==> config.mk <==
export PLATFORM = sky130hd
export DESIGN_NAME = countdown_timer_flat
export DESIGN_NICKNAME = d
export VERILOG_FILES = /design/src/rtl/countdown_timer_if.sv /design/src/rtl/countdown_timer.sv /design/src/flat_wrapper.sv
export SDC_FILE = /design/constraint.sdc
export NUM_CORES = 1
export LEC_CHECK = 0
export ABC_CLOCK_PERIOD_IN_PS = 5650
export CORE_AREA = 2 2 66 68
export CTS_CLUSTER_DIAMETER = 80
export CTS_CLUSTER_SIZE = 16
export DETAILED_ROUTE_END_ITERATION = 8
export DIE_AREA = 0 0 68 70
export HOLD_SLACK_MARGIN = 0.15
export PLACE_DENSITY = 0.71
export SYNTH_ARGS = -nofsm -noshare
export SYNTH_HDL_FRONTEND = slang
export SYNTH_SLANG_ARGS = --single-unit
==> constraint.sdc <==
create_clock -name clk -period 5.65 [get_ports clk]
set_input_delay 1.695 -clock clk [delete_from_list [all_inputs] [get_ports clk]]
set_output_delay 1.695 -clock clk [all_outputs]
set_load 0.02 [all_outputs]
==> src/rtl/countdown_timer_if.sv <==
// countdown_timer_if: load handshake, control and status bundle for countdown_timer
// Ports (signals):
//   load_valid/load_ready/load_value : start-value handshake
//   auto_reload, enable, abort       : countdown control
//   count, busy, done, done_cnt      : status
// Modports: master drives load and control inputs; slave is the timer itself.
interface countdown_timer_if #(parameter int COUNT_LEN = 10);
    logic               load_valid;
    logic               load_ready;
    logic [COUNT_LEN:0] load_value;
    logic               auto_reload;
    logic               enable;
    logic               abort;
    logic [COUNT_LEN:0] count;
    logic               busy;
    logic               done;
    logic [7:0]         done_cnt;

    modport master (
        output load_valid, load_value, auto_reload, enable, abort,
        input  load_ready, count, busy, done, done_cnt
    );

    modport slave (
        input  load_valid, load_value, auto_reload, enable, abort,
        output load_ready, count, busy, done, done_cnt
    );
endinterface

==> src/rtl/countdown_timer.sv <==
// countdown_timer: loadable down-counter with one-cycle done pulse and optional auto-reload
// Ports:
//   clk   : sole clock, rising edge
//   reset : synchronous active-high reset
//   bus   : countdown_timer_if.slave (load handshake, control, count/busy/done/done_cnt)
module countdown_timer #(
    parameter int COUNT_LEN = 10
) (
    input logic              clk,
    input logic              reset,
    countdown_timer_if.slave bus
);
    typedef enum logic {IDLE, RUN} state_t;

    localparam logic [COUNT_LEN:0] ONE = 1;

    state_t             state;
    logic [COUNT_LEN:0] count_q;
    logic [COUNT_LEN:0] reload_reg;
    logic               busy_q;
    logic               done_q;
    logic [7:0]         done_cnt_q;

    assign bus.load_ready = (state == IDLE);
    assign bus.count      = count_q;
    assign bus.busy       = busy_q;
    assign bus.done       = done_q;
    assign bus.done_cnt   = done_cnt_q;

    always_ff @(posedge clk) begin
        if (reset) begin
            state      <= IDLE;
            count_q    <= '0;
            reload_reg <= '0;
            busy_q     <= 1'b0;
            done_q     <= 1'b0;
            done_cnt_q <= '0;
        end else begin
            done_q <= 1'b0;
            if (state == IDLE) begin
                if (bus.load_valid) begin
                    count_q    <= bus.load_value;
                    reload_reg <= bus.load_value;
                    // A zero start value completes immediately without entering RUN.
                    if (bus.load_value != '0) begin
                        state  <= RUN;
                        busy_q <= 1'b1;
                    end else begin
                        done_q     <= 1'b1;
                        done_cnt_q <= done_cnt_q + 8'd1;
                    end
                end
            end else if (bus.abort) begin
                count_q <= '0;
                state   <= IDLE;
                busy_q  <= 1'b0;
            end else if (bus.enable) begin
                if (count_q == ONE) begin
                    done_q     <= 1'b1;
                    done_cnt_q <= done_cnt_q + 8'd1;
                    // Reload skips the zero display so periodic mode never shows 0.
                    if (bus.auto_reload) begin
                        count_q <= reload_reg;
                    end else begin
                        count_q <= '0;
                        state   <= IDLE;
                        busy_q  <= 1'b0;
                    end
                end else begin
                    count_q <= count_q - ONE;
                end
            end
        end
    end
endmodule

==> src/flat_wrapper.sv <==
// flat-port wrapper written by rule: the top's interface ports become plain ports
module countdown_timer_flat 
#(
    parameter int COUNT_LEN = 10
)
  (clk, reset, bus_load_valid, bus_load_value, bus_auto_reload, bus_enable, bus_abort, bus_load_ready, bus_count, bus_busy, bus_done, bus_done_cnt);
  countdown_timer_if #(.COUNT_LEN(COUNT_LEN)) bus_i ();
  input logic clk;
  input logic reset;
  input wire logic [$bits(bus_i.load_valid)-1:0] bus_load_valid;
  input wire logic [$bits(bus_i.load_value)-1:0] bus_load_value;
  input wire logic [$bits(bus_i.auto_reload)-1:0] bus_auto_reload;
  input wire logic [$bits(bus_i.enable)-1:0] bus_enable;
  input wire logic [$bits(bus_i.abort)-1:0] bus_abort;
  output wire logic [$bits(bus_i.load_ready)-1:0] bus_load_ready;
  output wire logic [$bits(bus_i.count)-1:0] bus_count;
  output wire logic [$bits(bus_i.busy)-1:0] bus_busy;
  output wire logic [$bits(bus_i.done)-1:0] bus_done;
  output wire logic [$bits(bus_i.done_cnt)-1:0] bus_done_cnt;
  assign bus_i.load_valid = bus_load_valid;
  assign bus_i.load_value = bus_load_value;
  assign bus_i.auto_reload = bus_auto_reload;
  assign bus_i.enable = bus_enable;
  assign bus_i.abort = bus_abort;
  assign bus_load_ready = bus_i.load_ready;
  assign bus_count = bus_i.count;
  assign bus_busy = bus_i.busy;
  assign bus_done = bus_i.done;
  assign bus_done_cnt = bus_i.done_cnt;
  countdown_timer #(.COUNT_LEN(COUNT_LEN)) u_core (.clk(clk), .reset(reset), .bus(bus_i));
endmodule
---- After elaboration in Yosys (flattened, before gate mapping) ----
Cells that the tools add are included.
word-level totals
  register bits ........................... 33
  latch bits .............................. 0
  memory bits (writable) .................. 0
  memory bits (read-only) ................. 0
  input port bits ......................... 17
  output and inout port bits .............. 22
  word-level logic and storage cells ...... 56
  memories kept ........................... 0
cells by class
  add/subtract/negate cells ............... 2
  multipliers ............................. 0
  div/mod/pow operators ................... 0
  order comparisons ....................... 0
  eq/ne operators ......................... 8
  shifts and indexed selects .............. 0
  muxes and demuxes ....................... 32
  bitwise operators ....................... 1
  reductions and logical operators ........ 7
operator list
  operator               number
  $mux 11                6
  $mux 8                 6
  $mux 1                 20
  $eq 11x1->1 const B    1
  $reduce_bool 11->1     1
  $sub 11x1->11 const B  1
  $reduce_and 5->1       2
  $ne 3x3->1 const B     3
  $add 8x1->8 const B    1
  $ne 2x2->1 const B     3
  $reduce_and 2->1       2
  $reduce_bool 2->1      2
  $ne 2x1->1 const B     1
  $not 1->1              1

---- Longest topological paths before layout ----
  depth in word-level cells ............... 5
  depth in mapped cells ................... 8
  gate-level depth less buffers ........... 7

---- Least setup slack after synthesis ----
No wires, ideal clock.
  path type ............................... input port to flip-flop
  start ................................... input bus_load_value[0]
  end ..................................... register u_core.done_cnt_q[3], in the netlist u_core.bus.done_cnt[3]
  arrival ................................. 2.705 ns
  data required time ...................... 5.522 ns
  setup slack ............................. 2.817 ns
  stages on the path ...................... 5
  buffers on the path ..................... 0
  path through ............................ nor4_1 -> nand4_1 -> a21oi_1 -> xnor2_1 -> nor2_1
between the ends
  longest elaborated chain between the ends .. 3
ends and longest elaborated chain
  what                               line                   source
  start, declared                    flat_wrapper.sv:11     input wire logic [$bits(bus_i.load_value)-1:0] bus_load_value;
  $reduce_bool 11->1                 countdown_timer.sv:45  if (bus.load_value != '0) begin
  $ne 2x1->1 (no source line)        -
  $reduce_and 5->1 (no source line)  -
  end signal, assigned               countdown_timer.sv:50  done_cnt_q <= done_cnt_q + 8'd1;
  end signal, assigned               countdown_timer.sv:60  done_cnt_q <= done_cnt_q + 8'd1;
  end, declared                      countdown_timer.sv:22  logic [7:0] done_cnt_q;
No other way between the ends.
A chain may end at the register's enable or synchronous reset.

---- Final worst setup path ----
  start ................................... input bus_load_value[0]
  end ..................................... register u_core.done_cnt_q[6], in the netlist u_core.bus.done_cnt[6]
Same word-level chain as after synthesis.

==> run metrics <==
total gr overflow 0; Fmax slightly below 0.3 GHz; GR Util met2 a little under a third; core area 0.004144 mm^2; Multi-input gate area 0.001021 mm^2; GRT Total Usage 20.95%; Starting Density 42.48%; met3 Resource Use GR roughly 4.3%; status finished clean; proportion of layout cells with a drive suffix above 1 about a tenth; TritonCTS clock tree yes; Final Max Slew Viols 0; TNS Setup 0 ns; setup repair after global routing missed its margin false; CTS resizes 0; DRC 0; clk sinks 33; nets 268; hold_ws 0.4584 ns; max cap viols 0; gp weighted congestion 0.8327; fill cell count roughly 400; Worst Path Max Fanout 9; Synth area leader dfxtp_1; vias per cell 5.478; post-DP HPWL about 3200 um; largest net degree at the start of global routing 27; Critical Path Start Type input port; final worst path period need 3.402 ns; Placement Cell Area around 0.0022 mm^2; Post-Syn Nets approximately 230; WL/cell 14.95 um; flops & latches, synth 33; # setup viols final 0; Top FF cell, synth dfxtp_1; H-tree depth 2; Post-CTS Hold Fix Bufs 0; CTS Root Cell clkbuf_8; CP Capture Type flip-flop; Port Buffer Count 38; Hold Crit Class reg -> reg; Post-Syn Area per Cell roughly 8.3 um^2; Final ANT Viol Nets 0; Skew-Pair Late Insertion Delay around 0.28 ns; top cells by area, synth dfxtp_1 (38%), a21oi_1 (8.2%), nand2_1 (7.7%), xnor2_1 (4.5%), a211oi_2 (4.3%); CP Class in -> reg; number of synthesized flops with an enable pin 0; Crit path arrival time 3.53 ns; via total after detailed routing between 1500 and 2000; Ys Warns 0; CTS Buf Count 5; Most Crowded Layer GR met2; initial antenna violation count 0; Max-slew headroom a little under a third; Req. time, crit path around 5.8 ns; Ant. Diodes 0; area grow syn2layout 28.07%; Final Hold Vio Count 0; vias in the first global route approximately 1600; DR pass1 iterations 4; Post-Layout Inst Area between 0.002 and 0.0025 mm^2; Netlist Area Pre-Place roughly 0.0018 mm^2; Post-Route WL 4499 um; CTS clk-pin slew, worst paths ~0.060 ns; Peak VDD IR about 0.00020 V; Pwr Density approximately 270 mW/mm^2; Final Skew 0.005653 ns; register area share after synthesis between 30% and 40%; asr flop ratio synth 0%; IO Pins 39; met1 Use GR 29.77%; final period utilization roughly three fifths; Die Width 68 um; worst slew pin tran 1.033 ns; leakage power between 0.0008 and 0.0009 uW; clk buf depth 2; 1st-iter DRT viols 100; Post-CTS Setup Bufs 0; FF+latch area between 600 and 700 um^2; num rows 24; Synth top area share between 30% and 40%; first-pass GRT wire length ~7600 um; Die H 70 um; Die ar. 0.004760 mm^2; cell count after synthesis roughly 210; Yosys cell types between 40 and 50
-- Yosys cell counts (2+ instances only) --
library cell	n
nand2_1	36
dfxtp_1	33
a21oi_1	29
nor2_1	20
nand3_1	11
clkbuf_1	9
xnor2_1	9
a211oi_2	6
o211ai_1	5
a31oi_1	4
nor3_1	4
a211o_1	3
buf_6	3
ha_1	3
inv_1	3
nor2b_1	3
xor2_1	3
nand4_1	2
nor4_1	2
o21ai_0	2
-- metrics by stage --
stage	std cells	util [%]	worst slack, ns	power (uW)
6_report	301	54.41	2.248	606.6
5_1_grt	301	54.41	2.060	639.2
4_1_cts	301	54.41	2.256	609.2
3_5_place_dp	293	51.96	1.949	416.2
3_3_place_gp	293	51.96	2.017	416.1
2_1_floorplan	213	-	2.817	365.6
-- power by group --
| part | internal, uW | leakage, uW | switching, uW |
|---|---|---|---|
| combinational | 65.8 | 0.000498 | 81.2 |
| sequential | 247 | 0.000271 | 19.1 |
| clock | 110 | 0.0000542 | 83.2 |
| total | 423 | 0.000823 | 184 |
-- worst max-delay path, cell delays in order --
cell	delay, ns
clkdlybuf4s50_1	0.44
nor4_1	0.44
nand4_1	0.45
a21oi_1	0.31
xnor2_1	0.14
nor2_1	0.05
-- path summary, 6_finish.rpt --
path                                          start                             endpoint  slack (ns)  depth (start not counted)
setup / recovery                  bus_load_value[0]  u_core.bus.done_cnt[6]$_SDFFE_PP0P_        2.25                          6
hold / removal    u_core.reload_reg[0]$_SDFFE_PP0P_    u_core.reload_reg[0]$_SDFFE_PP0P_        0.46                          2
setup reg to reg   u_core.bus.count[2]$_SDFFE_PP0P_         u_core.bus.busy$_SDFFE_PP0P_        3.16                          5
hold reg to reg   u_core.reload_reg[0]$_SDFFE_PP0P_    u_core.reload_reg[0]$_SDFFE_PP0P_        0.46                          2
-- routing by layer --
| layer | wire [um] | up-vias |
|---|---|---|
| met4 | 71 | 0 |
| met5 | 0 | - |
| met2 | 2025 | 44 |
| met3 | 204 | 8 |
| li1 | - | 838 |
| met1 | 2197 | 759 |
-- area by class of cell --
class	instances	area share (%)
Inverter	3	0.4994
Tap cell	52	2.886
Clock buffer	7	4.273
Timing Repair Buffer	40	17.54
Clock inverter	1	0.2220
Multi-Input combinational cell	165	45.28
Sequential cell	33	29.30
-- layout by cell type, fill, tap and decap left out, drive strengths merged, types with 2 or more instances in the layout --
master and count:
o21ai 3, inv 3, a31oi 4, a21oi 29
nor4 4, nand2 36, xnor2 9, clkbuf 7
clkdlybuf4s50 38, nor2b 3, buf 2, dfxtp 33
o211ai 5, nand4b 2, nor2 20, nor3 4
a211o 3, nand4 3, xor2 3, a211oi 7
a21boi 2, ha 3, nand3 11
-- kinds of logic (layout without fill, tap and decap cells) --
| family | after synthesis | count (layout) | synth area share, % |
|---|---|---|---|
| and+or+nand+nor | 88 | 88 | 25.44 |
| xor gates and xnor gates | 12 | 12 | 5.971 |
| AOI/OAI and AO/OA | 60 | 60 | 23.24 |
| DFF | 33 | 33 | 37.53 |
| muxes | 2 | 2 | 1.208 |
| buffers and inverters | 15 | 51 | 4.477 |
| adders and majority gates | 3 | 3 | 2.132 |
Power figures use the tool's default switching activity.
